**src/rtl/bus_arbiter_pkg.sv**
```systemverilog
// rtl/bus_arbiter_pkg.sv - shared bus arbiter constants, state codes and helpers
package bus_arbiter_pkg;

  // Active-low request/grant levels
  localparam logic ENABLE_  = 1'b0;
  localparam logic DISABLE_ = 1'b1;

  // Shared bus read/write encoding; the quiet bus always shows READ
  localparam logic READ  = 1'b1;
  localparam logic WRITE = 1'b0;

  typedef enum logic [1:0] {
    ARB_IDLE    = 2'd0,
    ARB_GRANT   = 2'd1,
    ARB_RELEASE = 2'd2
  } arb_state_t;

  // Index one past idx, wrapping at n
  function automatic int wrap_inc(input int idx, input int n);
    return (idx + 1 >= n) ? 0 : idx + 1;
  endfunction

endpackage

```
**src/rtl/bus_arbiter_if.sv**
```systemverilog
// rtl/bus_arbiter_if.sv - master-side handshake and shared bus bundle
interface bus_arbiter_if #(
  parameter int N_MASTERS = 4,
  parameter int ADDR_W    = 16,
  parameter int DATA_W    = 16
);
  logic [N_MASTERS-1:0]        breq_;
  logic [N_MASTERS-1:0]        bgrt_;
  logic [N_MASTERS*ADDR_W-1:0] m_addr;
  logic [N_MASTERS*DATA_W-1:0] m_odata;
  logic [N_MASTERS-1:0]        m_rw_;
  logic [ADDR_W-1:0]           addr;
  logic [DATA_W-1:0]           odata;
  logic                        rw_;

  modport master (
    output breq_, m_addr, m_odata, m_rw_,
    input  bgrt_, addr, odata, rw_
  );

  modport slave (
    input  breq_, m_addr, m_odata, m_rw_,
    output bgrt_, addr, odata, rw_
  );
endinterface

```
**src/rtl/bus_arbiter_rr_pick.sv**
```systemverilog
// rtl/bus_arbiter_rr_pick.sv - combinational round-robin priority selector
module bus_arbiter_rr_pick
  import bus_arbiter_pkg::*;
#(
  parameter int N_MASTERS = 4,
  parameter int IDX_W     = 2
) (
  input  logic [N_MASTERS-1:0] req,
  input  logic [IDX_W-1:0]     ptr,
  output logic                 valid,
  output logic [IDX_W-1:0]     idx
);

  logic [IDX_W-1:0] cand;

  // First active request scanning ptr, ptr+1, ... mod N_MASTERS; cand never exceeds N_MASTERS-1
  always_comb begin
    valid = 1'b0;
    idx   = '0;
    cand  = '0;
    for (int i = 0; i < N_MASTERS; i++) begin
      cand = IDX_W'((int'(ptr) + i) % N_MASTERS);
      if (!valid && req[cand]) begin
        valid = 1'b1;
        idx   = cand;
      end
    end
  end

endmodule

```
**src/rtl/bus_arbiter.sv**
```systemverilog
// rtl/bus_arbiter.sv - round-robin shared bus arbiter with address/data mux
module bus_arbiter
  import bus_arbiter_pkg::*;
#(
  parameter int N_MASTERS = 4,
  parameter int IDX_W     = $clog2(N_MASTERS),
  parameter int ADDR_W    = 16,
  parameter int DATA_W    = 16,
  parameter int MAX_HOLD  = 256
) (
  input  logic             clk,
  input  logic             reset,
  bus_arbiter_if.slave     bus,
  output logic [IDX_W-1:0] owner,
  output logic             bus_busy,
  output logic             hold_ovf
);

  localparam int CNT_W = $clog2(MAX_HOLD + 1);

  arb_state_t           state;
  logic [IDX_W-1:0]     rr_ptr;
  logic [N_MASTERS-1:0] gnt_n;
  logic [CNT_W-1:0]     hold_cnt;
  logic                 pick_valid;
  logic [IDX_W-1:0]     pick_idx;

  bus_arbiter_rr_pick #(
    .N_MASTERS (N_MASTERS),
    .IDX_W     (IDX_W)
  ) u_pick (
    .req   (~bus.breq_),
    .ptr   (rr_ptr),
    .valid (pick_valid),
    .idx   (pick_idx)
  );

  assign bus.bgrt_ = gnt_n;

  // Arbitration FSM: grant in IDLE, hold without preemption, one dead cycle on release
  always_ff @(posedge clk) begin
    if (reset) begin
      state    <= ARB_IDLE;
      gnt_n    <= '1;
      owner    <= '0;
      bus_busy <= 1'b0;
      hold_ovf <= 1'b0;
      hold_cnt <= '0;
      rr_ptr   <= '0;
    end else begin
      case (state)
        ARB_IDLE: begin
          if (pick_valid) begin
            state    <= ARB_GRANT;
            gnt_n    <= ~(N_MASTERS'(1) << pick_idx);
            owner    <= pick_idx;
            bus_busy <= 1'b1;
            hold_cnt <= '0;
          end
        end
        ARB_GRANT: begin
          if (bus.breq_[owner] == DISABLE_) begin
            state    <= ARB_RELEASE;
            gnt_n    <= '1;
            bus_busy <= 1'b0;
            hold_ovf <= 1'b0;
            rr_ptr   <= IDX_W'(wrap_inc(int'(owner), N_MASTERS));
          end else if (hold_cnt != CNT_W'(MAX_HOLD)) begin
            hold_cnt <= hold_cnt + 1'b1;
            if (hold_cnt == CNT_W'(MAX_HOLD - 1)) begin
              hold_ovf <= 1'b1;
            end
          end
        end
        ARB_RELEASE: begin
          state <= ARB_IDLE;
        end
        default: begin
          state <= ARB_IDLE;
        end
      endcase
    end
  end

  // Shared bus follows the owner; quiet READ with zero address/data when un-owned
  always_comb begin
    bus.addr  = '0;
    bus.odata = '0;
    bus.rw_   = READ;
    if (bus_busy) begin
      bus.addr  = bus.m_addr[owner*ADDR_W +: ADDR_W];
      bus.odata = bus.m_odata[owner*DATA_W +: DATA_W];
      bus.rw_   = bus.m_rw_[owner];
    end
  end

endmodule

```
**src/flat_wrapper.sv**
```systemverilog
// flat-port wrapper written by rule: the top's interface ports become plain ports
module bus_arbiter_flat import bus_arbiter_pkg::*;
#(
  parameter int N_MASTERS = 4,
  parameter int IDX_W     = $clog2(N_MASTERS),
  parameter int ADDR_W    = 16,
  parameter int DATA_W    = 16,
  parameter int MAX_HOLD  = 256
)
  (clk, reset, owner, bus_busy, hold_ovf, bus_breq_, bus_m_addr, bus_m_odata, bus_m_rw_, bus_bgrt_, bus_addr, bus_odata, bus_rw_);
  bus_arbiter_if #(.N_MASTERS(N_MASTERS), .ADDR_W(ADDR_W), .DATA_W(DATA_W)) bus_i ();
  input  logic clk;
  input  logic reset;
  output logic [IDX_W-1:0] owner;
  output logic bus_busy;
  output logic hold_ovf;
  input wire logic [$bits(bus_i.breq_)-1:0] bus_breq_;
  input wire logic [$bits(bus_i.m_addr)-1:0] bus_m_addr;
  input wire logic [$bits(bus_i.m_odata)-1:0] bus_m_odata;
  input wire logic [$bits(bus_i.m_rw_)-1:0] bus_m_rw_;
  output wire logic [$bits(bus_i.bgrt_)-1:0] bus_bgrt_;
  output wire logic [$bits(bus_i.addr)-1:0] bus_addr;
  output wire logic [$bits(bus_i.odata)-1:0] bus_odata;
  output wire logic [$bits(bus_i.rw_)-1:0] bus_rw_;
  assign bus_i.breq_ = bus_breq_;
  assign bus_i.m_addr = bus_m_addr;
  assign bus_i.m_odata = bus_m_odata;
  assign bus_i.m_rw_ = bus_m_rw_;
  assign bus_bgrt_ = bus_i.bgrt_;
  assign bus_addr = bus_i.addr;
  assign bus_odata = bus_i.odata;
  assign bus_rw_ = bus_i.rw_;
  bus_arbiter #(.N_MASTERS(N_MASTERS), .IDX_W(IDX_W), .ADDR_W(ADDR_W), .DATA_W(DATA_W), .MAX_HOLD(MAX_HOLD)) u_core (.clk(clk), .reset(reset), .bus(bus_i), .owner(owner), .bus_busy(bus_busy), .hold_ovf(hold_ovf));
endmodule
```
**config.mk**
```make
export PLATFORM = sky130hd
export DESIGN_NAME = bus_arbiter_flat
export DESIGN_NICKNAME = d
export VERILOG_FILES = /design/src/rtl/bus_arbiter_pkg.sv /design/src/rtl/bus_arbiter_if.sv /design/src/rtl/bus_arbiter_rr_pick.sv /design/src/rtl/bus_arbiter.sv /design/src/flat_wrapper.sv
export SDC_FILE = /design/constraint.sdc
export NUM_CORES = 1
export LEC_CHECK = 0
export ABC_AREA = 1
export CAP_MARGIN = 20
export CORE_MARGIN = 3
export CORE_UTILIZATION = 35
export CTS_CLUSTER_SIZE = 25
export DETAILED_ROUTE_END_ITERATION = 16
export PLACE_DENSITY = 0.81
export SETUP_SLACK_MARGIN = 0.5
export SLEW_MARGIN = 5
export SYNTH_ARGS = -nofsm -noshare
export SYNTH_HDL_FRONTEND = slang
export SYNTH_SLANG_ARGS = --single-unit
```
**constraint.sdc**
```tcl
create_clock -name clk -period 4.91 [get_ports clk]
set_input_delay 0.982 -clock clk [delete_from_list [all_inputs] [get_ports clk]]
set_output_delay 0.982 -clock clk [all_outputs]
set_load 0.03 [all_outputs]
```
# Word-level counts from Yosys, hierarchy flattened
# Index checks and enable logic that the tools add are counted.
# word_totals
latch_bits	0
ram_bits	0
memories	0
register_bits	21
romBits	0
# op_classes
n_div	0
eq_ne	7
mul	0
reduce_logical	16
shift	3
mux	40
n_bitwise	2
magnitude_cmp	6
add_sub_neg	5
# ops
op	n
indexed part select 64 x 7 -> 16 bit	2
2-to-1 mux 16 bit	2
2-to-1 mux 9 bit	3
case mux 9 bit (2 select lines)	1
2-to-1 mux 1 bit	16
< comparator 2 x 3 -> 1 bit (second input constant)	5
2-to-1 mux 2 bit	7
binary-select mux 1 bit (select 2 bit)	6
adder 9 x 1 -> 9 bit (second input constant)	1
equality test 9 x 8 -> 1 bit (second input constant)	1
!= test 9 bit (second input constant)	1
2-to-1 mux 4 bit	2
inverter 4 bit	2
case mux 4 bit (2 select lines)	1
!= test 2 x 1 -> 1 bit (second input constant)	3
AND reduction 2 bit	3
AND reduction 3 bit	2
nonzero test 2 bit	3
adder 2 bit (second input constant)	2
case mux 2 bit (2 select lines)	1
AND reduction 4 bit	1
left shift 1 x 2 -> 4 bit (first input constant)	1
adder 2 x 1 -> 3 bit (second input constant)	1
>= comparator 3 bit (second input constant)	1
7 further kinds	11

# Longest topological paths before layout
# logic_depth
word_depth	17
ltp_mapped	14
ltp_nobuf	13

# Cells and area by module
# A second synthesis with hierarchy kept.
# unflattened
cells_unflattened	478
area_unflattened_um2	2573.7
# modules_own_cells
module	seq_area_each_um2	n_inst	area_each_um2	cells_each
bus_arbiter	420.4	1	2254.7	419
bus_arbiter_rr_pick	0.0	1	319.1	59

# Least setup slack after synthesis
# OpenSTA, ideal clock, no wires.
# synth_path
path_kind	input-to-output
from	input bus_m_rw_[0]
to	output bus_rw_
stages	2
arrival_time_ns	2.204
setup_slack_ns	1.724
cell_sequence	nor2_1 o311ai_0
# synth_between
elab_chain_cells	3
# synth_lines
item	line	source
start, declared	flat_wrapper.sv:20	input wire logic [$bits(bus_i.m_rw_)-1:0] bus_m_rw_;
binary-select mux 1 bit (select 2 bit)	bus_arbiter.sv:93	bus.rw_ = bus.m_rw_[owner];
2-to-1 mux 1 bit (implied by the code)	bus_arbiter.sv:93	
2-to-1 mux 1 bit	bus_arbiter.sv:90	if (bus_busy) begin
end, declared	flat_wrapper.sv:24	output wire logic [$bits(bus_i.rw_)-1:0] bus_rw_;
# Every way passes these cells. The select of a mux whose other input is x is not followed.

# Worst setup path after layout
# layout_path
from	register u_core.owner[0]
to	output bus_rw_
# layout_between
elab_chain_cells	3
# layout_lines
item	line	source
start, declared	bus_arbiter.sv:14	output logic [IDX_W-1:0] owner,
start signal, assigned	bus_arbiter.sv:56	owner <= pick_idx;
binary-select mux 1 bit (select 2 bit)	bus_arbiter.sv:93	
2-to-1 mux 1 bit (implied by the code)	bus_arbiter.sv:93	
2-to-1 mux 1 bit	bus_arbiter.sv:90	
# Every way passes these cells. The select of a mux whose other input is x is not followed.

==> implementation parameters <==
Parameter                              Value

Status
  Outcome ... finished, final reports clean

Global routing
  Pin count of the biggest net entering global routing ... 67
  Wire length of the first global-routing pass ... 16,000 um
  GR Util All Layers ... 0.227
  Residual overflow from global routing ... 0
  Number of antenna violations at the first check in global routing ... 0
  Vias in the first global route ... 3,473

Floorplanning
  Die area ... 8310 um2
  Floorplan die height ... 91.2 um
  Initial Utilization ... 0.368
  Number of placement rows ... 30
  I/O pins ... 179
  Chip width ... around 91 um
  Core area ... 6910 um2

STA
  Final setup skew ... 0.00231 ns
  Slew Limit Headroom ... 0.425
  Worst Tran Pin Value ... 0.861 ns
  Fmax ... roughly 260 MHz
  Max-slew violations ... 0
  Final hold violations ... 0
  Share of the clock period used by the worst path after layout ... 0.783
  Setup TNS Final ... 0 ns
  Min cycle time layout ... ~3.8 ns
  Final critical-path setup slack ... 1.07 ns
  RSZ-0062 raised after global routing ... false
  Count of endpoints failing setup in the final report ... 0

Synthesis
  Share of cell area taken by muxes after synthesis ... 0
  Top area cells in the synthesized netlist ... sky130_fd_sc_hd__nor2_1 24%, sky130_fd_sc_hd__dfxtp_1 17%, sky130_fd_sc_hd__o21ai_0 14%
  Mapped Nets ... 619
  Most used DFF post-synth ... sky130_fd_sc_hd__dfxtp_1
  Sequential fraction of the synthesis area ... 0.166
  Post-Synthesis Cell Area ... 2540 um2
  Number of flip-flops and latches in the synthesized netlist ... 21
  Area share of the leading cell type in the synthesized netlist ... 0.236
  Share of the synthesized netlist area taken by xor and xnor gates ... 0.0103
  Synth unique cells ... 33
  Number of enable-type register cells in the synthesized netlist ... 0
  Cell types with the highest counts after synthesis ... 160 x sky130_fd_sc_hd__nor2_1, 72 x sky130_fd_sc_hd__o21ai_0, 62 x sky130_fd_sc_hd__nand2_1, 42 x sky130_fd_sc_hd__a21oi_1, 23 x sky130_fd_sc_hd__inv_1
  Leading area contributor after synthesis ... sky130_fd_sc_hd__nor2_1
  Post-synthesis adder-cell area fraction ... 0.0197
  Async S/R FF share, synth ... 0
  Syn. warnings ... 0
  Syn_area_per_cell ... 5.32 um2
  Most used standard cell by instance count after synthesis ... sky130_fd_sc_hd__nor2_1
  Mapped Cells ... 477
  Area fraction in and, or, nand and nor cells after synthesis ... 0.456
  Combinational family with the most area after synthesis ... simple AND/OR/NAND/NOR gates
  Share of the synthesized area in compound gates (AO/OA/AOI/OAI) ... 0.251

Place
  Global placement routability congestion ... roughly 0.87
  Setup slack at placement ... 1.29 ns
  HPWL reported at the end of detailed placement ... 7690 um
  Placed Cells incl. Taps ... 724
  IO Port Bufs ... 178

Clocking
  CTS tree ... yes
  Inserted Clock Buffers ... 3
  Clock network latency to the later pin of the worst-skew pair ... between 0.2 and 0.3 ns
  H-tree levels ... 1
  Clk pin slew, worst setup/hold paths ... around 0.07 ns
  Resized Gates After CTS ... 0
  Number of buffers inserted by hold repair at cts ... 0
  Setup repair bufs after CTS ... 0
  Cell chosen for the clock root ... sky130_fd_sc_hd__clkbuf_8
  Largest buffer count on any clock path ... 2
  Clock sink total ... 21

Drt
  Number of nets with antenna violations after routing ... 0
  Via-per-instance ratio ... 4.90
  DRC viols ... 0
  Detailed Route Iter0 Violations ... 154
  Routed WL ... 9990 um
  Number of vias after detailed routing ... 3,575
  First drt pass iteration count ... 4
  Routed length per instance ... about 14 um

Power and ir drop
  Static leakage power ... 0.00180 uW
  Combinational share of power ... 0.800
  Net switching share of the total power ... 0.557
  Sequential cell fraction of total power ... 0.144
  Clock Power Share ... 0.056
  VDD IR max ... 272 uV
  Total internal power ... between 900 and 1000 uW
  Switching power total ... 1160 uW
  Areal power density over the cells ... 474 nW/um2

Worst setup path
  CP Data Arrival Time ... 2.86 ns
  Crit-path most repeated cell ... sky130_fd_sc_hd__nor2_1
  Data required time at the worst endpoint ... 3.93 ns
  Cell chain of the critical path ... inv_2, nor2_1, nor2_1, o21ai_0, o311ai_0, clkdlybuf4s50_1
  Kind of end point of the critical path ... primary output
  Launching instance or port of the critical path ... u_core.owner[0]
  Worst-path cell with the longest stage delay ... sky130_fd_sc_hd__dfxtp_2
  Startpoint type of the worst setup path ... flop
  Type of the setup path with the least slack ... flop to primary output
  CP Max Fanout ... 66
  Length in cells of the worst reg-to-reg path ... 9
  Worst reg2reg endpoint ... u_core.hold_cnt[8]
  Worst flop-to-flop path startpoint ... u_core.owner[1]
  Register-to-register setup slack ... 2.37 ns
  Largest incremental delay on the critical path ... 0.84 ns

Layout
  Number of filler instances in the final layout ... 663
  Diode insertion count for antenna repair ... 0
  Post-layout util ... 0.636
  Non-Filler Instances ... between 700 and 800
  Ratio of cells with drive above 1 in the final layout ... 0.0474
  Area growth from synthesis to final layout ... 72.9%
  Final #Nets ... 776

Worst hold path
  Worst hold path startpoint ... u_core.hold_cnt[4]
  HP Class ... flop to flop
  Number of cells on the worst hold path ... 2
  Capture endpoint of the worst hold path ... u_core.hold_cnt[4]

Job
  Max-cap violation count ... 0
[area by class of cell]
cell class	count	area [um2]	area share
clock buffers	4	45.0	0.0103
inverters	29	109	0.0248
flip-flops and latches	21	422	0.0960
repair buffers	181	1820	0.415
well taps	96	120	0.0274
multi-input cells	398	1870	0.426
[layout by cell type (no fill, tap or decap), types with 2 or more instances in the layout]
cell                              instances
sky130_fd_sc_hd__clkdlybuf4s50_1        178
sky130_fd_sc_hd__nor2_1                 160
sky130_fd_sc_hd__o21ai_0                 72
sky130_fd_sc_hd__nand2_1                 62
sky130_fd_sc_hd__a21oi_1                 42
sky130_fd_sc_hd__inv_1                   23
sky130_fd_sc_hd__dfxtp_1                 20
sky130_fd_sc_hd__nand3_1                 19
sky130_fd_sc_hd__nand2_2                  8
sky130_fd_sc_hd__nand2_4                  6
sky130_fd_sc_hd__inv_2                    5
sky130_fd_sc_hd__nand4_1                  4
sky130_fd_sc_hd__ha_1                     4
sky130_fd_sc_hd__nor3_1                   3
sky130_fd_sc_hd__xor2_1                   3
sky130_fd_sc_hd__clkbuf_8                 3
sky130_fd_sc_hd__nand3b_1                 2
sky130_fd_sc_hd__o211ai_1                 2
sky130_fd_sc_hd__buf_4                    2
[critical path: cells and delay by family (launching register included)]
| kind | cells | cell delay (ns) |
|---|---|---|
| AO/OA/AOI/OAI | 2 | 0.23 |
| buffers and inverters | 2 | 1.18 |
| flip-flops | 1 | 0.84 |
| AND/OR/NAND/NOR | 2 | 0.32 |
[routing by layer]
| layer | GRT usage | vias up | share of wire | wire (um) |
|---|---|---|---|---|
| met4 | 0.0666 | 0 | 0.022 | 218 |
| met1 | 0.271 | 1580 | 0.43 | 4280 |
| met2 | 0.416 | 114 | 0.49 | 4940 |
| met3 | 0.0340 | 16 | 0.055 | 546 |
| met5 | 0 | - | 0 | 0 |
| li1 | - | 1865 | - | - |
[cells by family (layout without fill, tap and decap cells)]
family / Yosys count / after routing
compound gates: 123 / 123
xor+xnor: 3 / 3
fa+ha+maj: 4 / 4
buf+inv: 58 / 214
flops: 21 / 21
simple gates: 268 / 268
[flip-flops by register name, summed over array words and instances (netlist names)]
signal / cells
u_core.hold_cnt: 9
u_core.bus.bgrt_: 4
u_core.owner: 2
u_core.rr_ptr: 2
u_core.state: 2
u_core.bus_busy: 1
u_core.hold_ovf: 1
[stage by stage]
step | instance area [um2] | hold WS (ns) | power (uW)
after CTS | 4360 | 0.506 | 2060
after detailed placement | 4320 | 0.487 | 1930
after global routing | 4390 | 0.541 | 2250
after floorplan | 2540 | 0.460 | 1390
after global placement | 4320 | 0.480 | 1910
final | 4390 | 0.505 | 2080
[worst max path at each step]
stage / endpoint / slack (ns)
global route: bus_rw_ / 0.86
global placement: bus_addr[10] / 1.27
floorplan: bus_rw_ / 1.72
detailed placement: bus_odata[11] / 1.29
CTS: bus_rw_ / 1.03
finish: bus_rw_ / 1.07
[power by group through the flow]
stage	clock, uW	sequential, uW	combinational [uW]
after floorplan	0	290	1100
after global placement	0	298	1610
after detailed placement	0	302	1630
after CTS	118	299	1640
after global routing	123	309	1820
final	116	299	1660
Power figures use the tool's default switching activity.
